File: config.mk
export PLATFORM = sky130hd
export DESIGN_NAME = fetch_unit
export DESIGN_NICKNAME = d
export VERILOG_FILES = /design/src/rtl/fetch_unit.sv
export SDC_FILE = /design/constraint.sdc
export NUM_CORES = 1
export LEC_CHECK = 0
export ABC_CLOCK_PERIOD_IN_PS = 1300
export BUFFER_PORTS_ARGS = -buffer_cell sky130_fd_sc_hd__clkbuf_2
export CAP_MARGIN = 20
export CORE_ASPECT_RATIO = 1.2
export CORE_MARGIN = 2
export CORE_UTILIZATION = 43
export CTS_CLUSTER_DIAMETER = 40
export DETAILED_ROUTE_END_ITERATION = 8
export PLACE_DENSITY = 0.76
export SYNTH_ARGS = -nofsm -noshare
export SYNTH_HDL_FRONTEND = slang
export SYNTH_SLANG_ARGS = --single-unit
File: constraint.sdc
create_clock -name clk -period 1.3 [get_ports clk]
set_input_delay 0.065 -clock clk [delete_from_list [all_inputs] [get_ports clk]]
set_output_delay 0.065 -clock clk [all_outputs]
set_load 0.02 [all_outputs]
File: src/rtl/fetch_unit.sv
// Instruction fetch unit: two-stage ROM reads for a 1/2-byte instruction stream, presented to the decoder.
// Build option FETCH_ILLEGAL_TRAP_EN: an unknown opcode locks the FSM in TRAP until reset.
module fetch_unit #(
    parameter logic [7:0] RESET_VECTOR = 8'h00
) (
    input  logic       clk,
    input  logic       reset,
    output logic [7:0] rom_addr,
    input  logic [7:0] rom_data,
    output logic [7:0] opcode,
    output logic [7:0] operand,
    output logic       instr_valid,
    input  logic       instr_ready,
    input  logic       branch_taken,
    input  logic [7:0] branch_target,
    output logic [7:0] pc,
    output logic       illegal
);

    // state    | meaning
    // OP_ADDR  | opcode address on rom_addr
    // OP_DATA  | opcode byte on rom_data, latch it
    // OPR_ADDR | operand address on rom_addr
    // OPR_DATA | operand byte on rom_data, latch it
    // HOLD     | instruction presented until accepted
    // TRAP     | illegal opcode seen, parked until reset (trap build only)
    typedef enum logic [2:0] {
        OP_ADDR,
        OP_DATA,
        OPR_ADDR,
        OPR_DATA,
        HOLD
`ifdef FETCH_ILLEGAL_TRAP_EN
        ,
        TRAP
`endif
    } state_t;

    state_t     state;
    state_t     state_n;
    logic [6:0] pc_q;
    logic       two_byte;
    logic       one_byte;
    logic       bad_op;
    logic       unused_bits;

    assign unused_bits = branch_target[7];

    assign rom_addr    = {1'b0, pc_q};
    assign pc          = {1'b0, pc_q};
    assign instr_valid = (state == HOLD);

    always_comb begin
        two_byte = ((rom_data >= 8'h20) && (rom_data <= 8'h28)) ||
                   ((rom_data >= 8'h86) && (rom_data <= 8'h89)) ||
                   (rom_data == 8'h96) || (rom_data == 8'h97);
        one_byte = (rom_data >= 8'h42) && (rom_data <= 8'h4C);
        bad_op   = !two_byte && !one_byte;
    end

    always_ff @(posedge clk) begin
        if (reset) begin
            state <= OP_ADDR;
        end else begin
            state <= state_n;
        end
    end

    always_comb begin
        state_n = state;
        case (state)
            OP_ADDR:  state_n = OP_DATA;
            OP_DATA: begin
                if (two_byte) begin
                    state_n = OPR_ADDR;
                end else begin
                    state_n = HOLD;
                end
`ifdef FETCH_ILLEGAL_TRAP_EN
                if (bad_op) begin
                    state_n = TRAP;
                end
`endif
            end
            OPR_ADDR: state_n = OPR_DATA;
            OPR_DATA: state_n = HOLD;
            HOLD: begin
                if (instr_ready) begin
                    state_n = OP_ADDR;
                end
            end
`ifdef FETCH_ILLEGAL_TRAP_EN
            TRAP:     state_n = TRAP;
`endif
            default:  state_n = OP_ADDR;
        endcase
    end

    // Illegal opcodes fall through as one-byte instructions unless trapping is built in.
    always_ff @(posedge clk) begin
        if (reset) begin
            pc_q    <= RESET_VECTOR[6:0];
            opcode  <= 8'h00;
            operand <= 8'h00;
            illegal <= 1'b0;
        end else begin
            case (state)
                OP_DATA: begin
                    opcode <= rom_data;
                    pc_q   <= pc_q + 7'd1;
                    if (!two_byte) begin
                        operand <= 8'h00;
                    end
                    if (bad_op) begin
                        illegal <= 1'b1;
                    end
                end
                OPR_DATA: begin
                    operand <= rom_data;
                    pc_q    <= pc_q + 7'd1;
                end
                HOLD: begin
                    if (instr_ready && branch_taken) begin
                        pc_q <= branch_target[6:0];
                    end
                end
                default: ;
            endcase
        end
    end

endmodule
# Yosys cells after proc, flatten, opt, wreduce, memory -nomap -nowiden
# Index checks and enable logic that the tools add are counted.
# word_totals
reg_bits	27
output_inout_bits	34
word_cells	45
inputBits	20
# classes
n_reduce_logical	17
add_sub_neg	1
eq_ne	9
mux	7
magnitude_cmp	6
# ops
cell	count
$eq A8 B8 Y1 const B	2
$pmux W8 S2	1
$pmux W3 S5	1
$pmux W7 S2	1
$ge A8 B6 Y1 const B	1
$ge A8 B7 Y1 const B	1
$ge A8 B8 Y1 const B	1
$le A8 B6 Y1 const B	1
$le A8 B7 Y1 const B	1
$le A8 B8 Y1 const B	1
$mux W8	1
$add A7 B1 Y7 const B	1
$mux W7	1
$eq A3 B2 Y1 const B	2
$mux W3	2
$reduce_and A2 Y1	3
$logic_and A1 B1 Y1	5
$ne A2 B1 Y1 const B	2
$reduce_bool A2 Y1	2
$eq A3 B1 Y1 const B	1
$eq A3 B3 Y1 const B	1
$logic_not A3 Y1	1
$logic_or A1 B1 Y1	3
$logic_not A1 Y1	2
other kinds (2)	2

# Depth between registers and ports, before layout
# depth
word_depth	8
ltp_mapped	5
mapped_depth_nobuf	5

# Worst setup path before layout
# Ideal clock, no wire load.
# synth_timing
path_type	register -> register
from	register pc_q[0]
to	register pc_q[6]
arrival_ps	1221
path_buffers	0
path_stages_with_launch	6
t_required_ps	1180
setup_slack_ps	-40
setup_ps	120
path_cell_list	dfxtp_1 > ha_1 > and3_1 > and3_1 > o21ai_0 > o2bb2ai_1
# synth_via
elab_chain_cells	2
# synth_rtl
element	line	rtl
start: declaration	41	logic [6:0] pc_q;
start signal: assignment	102	pc_q <= RESET_VECTOR[6:0];
start signal: assignment	110	pc_q <= pc_q + 7'd1;
start signal: assignment	120	pc_q <= pc_q + 7'd1;
$add A7 B1 Y7	110, 120	
$pmux W7 S2	107	case (state)
# Every way passes these cells.
# A chain may end at the register's enable or synchronous reset.

# Worst setup path in the final report
# layout_timing
from	register state[1]
to	output port instr_valid
# layout_via
elab_chain_cells	1
# layout_rtl
element	line	rtl
start: declaration	39	state_t state;
start signal: assignment	65	state <= state_n;
$eq A3 B3 Y1	51	assign instr_valid = (state == HOLD);
end: declaration	12	output logic instr_valid,
# Every way passes these cells.

==> flow_summary.yaml <==
global_routing:
  grt_usage_pct: 19.2
  antenna_found_initial: 0
  grt_pass1_wl_um: 5790
  grt_max_degree: 30
  overflow: 0
  grt_pass1_vias: 1280
cts:
  root_buffer: "clkbuf_4"
  clk_pin_slew_ns: 0.14
  cts_buffers: 3
  cts.sinks: 27
  clock_latency_ns: 0.32
  clockBufferDepth: 2
  cts_tree: "built"
  h-tree-depth: 1
worst_setup_path:
  crit_chain: "nor3b_4 -> buf_4 -> buf_4"
  timing.critical_path.mode_cell: "buf_4"
  cp-end-kind: "primary output"
  worst-path-max-fanout: 5
  slowest_stage: "dfxtp_4"
  slowest_delay_ns: 0.39
  cp.required_ns: 1.24
  cp_num_buf_inv: 2
  cp-start-kind: "flop"
  cpLargestDelayFamily: "flip-flops"
  cp.arrival_ns: 1.23
  critPathKind: "flop to primary output"
final_layout:
  synthToLayoutAreaGrowth_pct: 35.9
  post-route-cell-area_um2: 1930
  final_cell_mix: "49 x clkbuf_2, 22 x dfxtp_1, 19 x a21oi_1, 18 x buf_4, 10 x nand2_1"
  fin_cells: 264
  fill_cells: 293
  drive_gt1_share_pct: 42.1
  num_antenna_cells: 0
  nets: 250
  layout_commonest_cell: "clkbuf_2"
sta:
  rsz0062_at_grt: "yes"
  setup_violations: 0
  hold_violations: 0
  slew_violations: 0
  clock_skew_ns: 0.00137
  finalHoldWorstSlack_ns: 0.0120
  setup-tns-final_ns: 0
  layout_min_cycle_time_ns: 1.29
  period_share_pct: 99.5
  max_freq_ghz: 0.773
die:
  rows: 22
  die_y_um: 67.0
  coreArea_um2: 3110
  floorplan.initialDensity_pct: 45.8
  die_w_um: 56.5
  die_area_um2: 3790
  num_io_pins: 54
run:
  max_cap_viol_count: 0
placed_design:
  gp_routability_congestion: 0.840
  io_buffer_count: 50
  dp_hpwl_um: 2440
  place_area_um2: 1740
  dp.cells: 252
drt:
  drtAntennaViolNets: 0
  vias: 1463
  wl_per_cell_um: 14.2
  first_pass_iters: 4
  drt_iter0_drc: 42
  wirelength_um: 3760
  via_per_inst: 5.54
  drc_errors: 0
synth:
  ys_warn_count: 0
  synth.distinct_cells: 38
  seq_area_frac_synth_pct: 38.0
  avgSynthCellArea_um2: 8.53
  syn_area_um2: 1420
  synthCells: 167
  ys_ff_latch: 27
outcome:
  run_status: "finished clean"
pwr:
  ir_worst_vdd_uv: 521
  powerDensity_nw_per_um2: 946
  total_power_uw: 1830
  p_leak_uw: 0.000829
hold_path:
  hold_path_class: "input pin to flop"
worst register-to-register path, stage by stage, from the launching register on:
cell and delay [ns]:
dfxtp_2 0.37, ha_1 0.19, and3_1 0.20, and3_1 0.20, o21ai_0 0.15, o2bb2ai_1 0.12
what timing repair did:
action                     in CTS  in global routing
cloned                          0                  1
pin swaps                       2                  5
hold buffers                    5                  0
setup endpoints to repair      12                 24
setup buffers                   1                  1
resized for setup               6                 22
hold endpoints to repair        5                  0
cell families after synthesis:
family	after synthesis	share of synthesized area, %
compound gates	68	31.3
other cells	1	0.263
simple gates	47	18.9
mux	1	0.703
buf+inv	22	10.0
flops	27	38.0
fa+ha+maj	1	0.879
worst paths after layout:
| path | from | end | slack, ns | cells past startpoint |
|---|---|---|---|---|
| setup / recovery | state[1] | instr_valid | 0.006 | 3 |
| hold / removal | rom_data[1] | opcode[1] | 0.01 | 3 |
| setup reg to reg | pc_q[1] | pc_q[6] | 0.006 | 5 |
| hold reg to reg | opcode[6] | opcode[6] | 0.49 | 2 |
area by class of cell:
class	count	area (um2)	area share (%)
clock buffer	4	26.3	1.36
inverter	1	3.75	0.194
multi-input combinational	119	797	41.2
sequential	27	549	28.4
tap	36	45.0	2.33
timing repair buffer	77	513	26.5
cells in the mapped netlist, drive strengths merged:
library cell  instances  share of area [%]
inv                   1               0.26
o31ai                 2                1.8
o21ai                15                5.3
conb                  1               0.26
nand2b                4                1.8
and2                  3                1.3
a32o                  2                1.4
nand4b                1                1.7
nand2                12                3.2
nor2b                 4                1.8
o2bb2ai               1               0.62
a311oi                1               0.62
nor4b                 1               0.62
mux2i                 1               0.70
a211oi               10                6.2
ha                    1               0.88
a32oi                 1               0.62
clkbuf                6                1.6
o311ai                1               0.62
or3                   1               0.44
a31oi                10                4.4
and3                  3                1.3
or4b                  1               0.70
nor3                  2               0.70
a31o                  1               0.62
nor3b                 3                1.9
o211ai                1               0.53
dfxtp                27                 38
nand3                 4                1.4
nor2                  8                2.1
buf                  15                8.2
a22oi                 2                1.1
a21oi                21                7.6
power breakdown:
group | internal (uW) | leakage, uW | total (uW) | switching [uW]
combinational | 242 | 0.000592 | 559 | 318
sequential | 874 | 0.000222 | 908 | 34.0
clock | 120 | 0.0000150 | 362 | 242
flip-flops by register name (all words and copies together) (netlist names):
signal   count
illegal      1
opcode       8
operand      8
pc_q         7
state        3
routing by layer:
metal	part of all wire [%]	global-route usage, %	routed length (um)
met4	1.3	6.55	49
met3	5.3	2.14	201
met2	49	33.3	1840
met1	45	24.6	1670
met5	0	0	0
per-stage QoR:
step	setup slack [ns]	utilization [%]
2_1_floorplan	0.00771	-
3_5_place_dp	-0.0266	56.0
4_1_cts	-0.0157	59.3
3_3_place_gp	0.0161	56.0
5_1_grt	-0.0515	62.2
6_report	0.00631	62.2
Note: power is estimated with default switching activity, not from simulation.
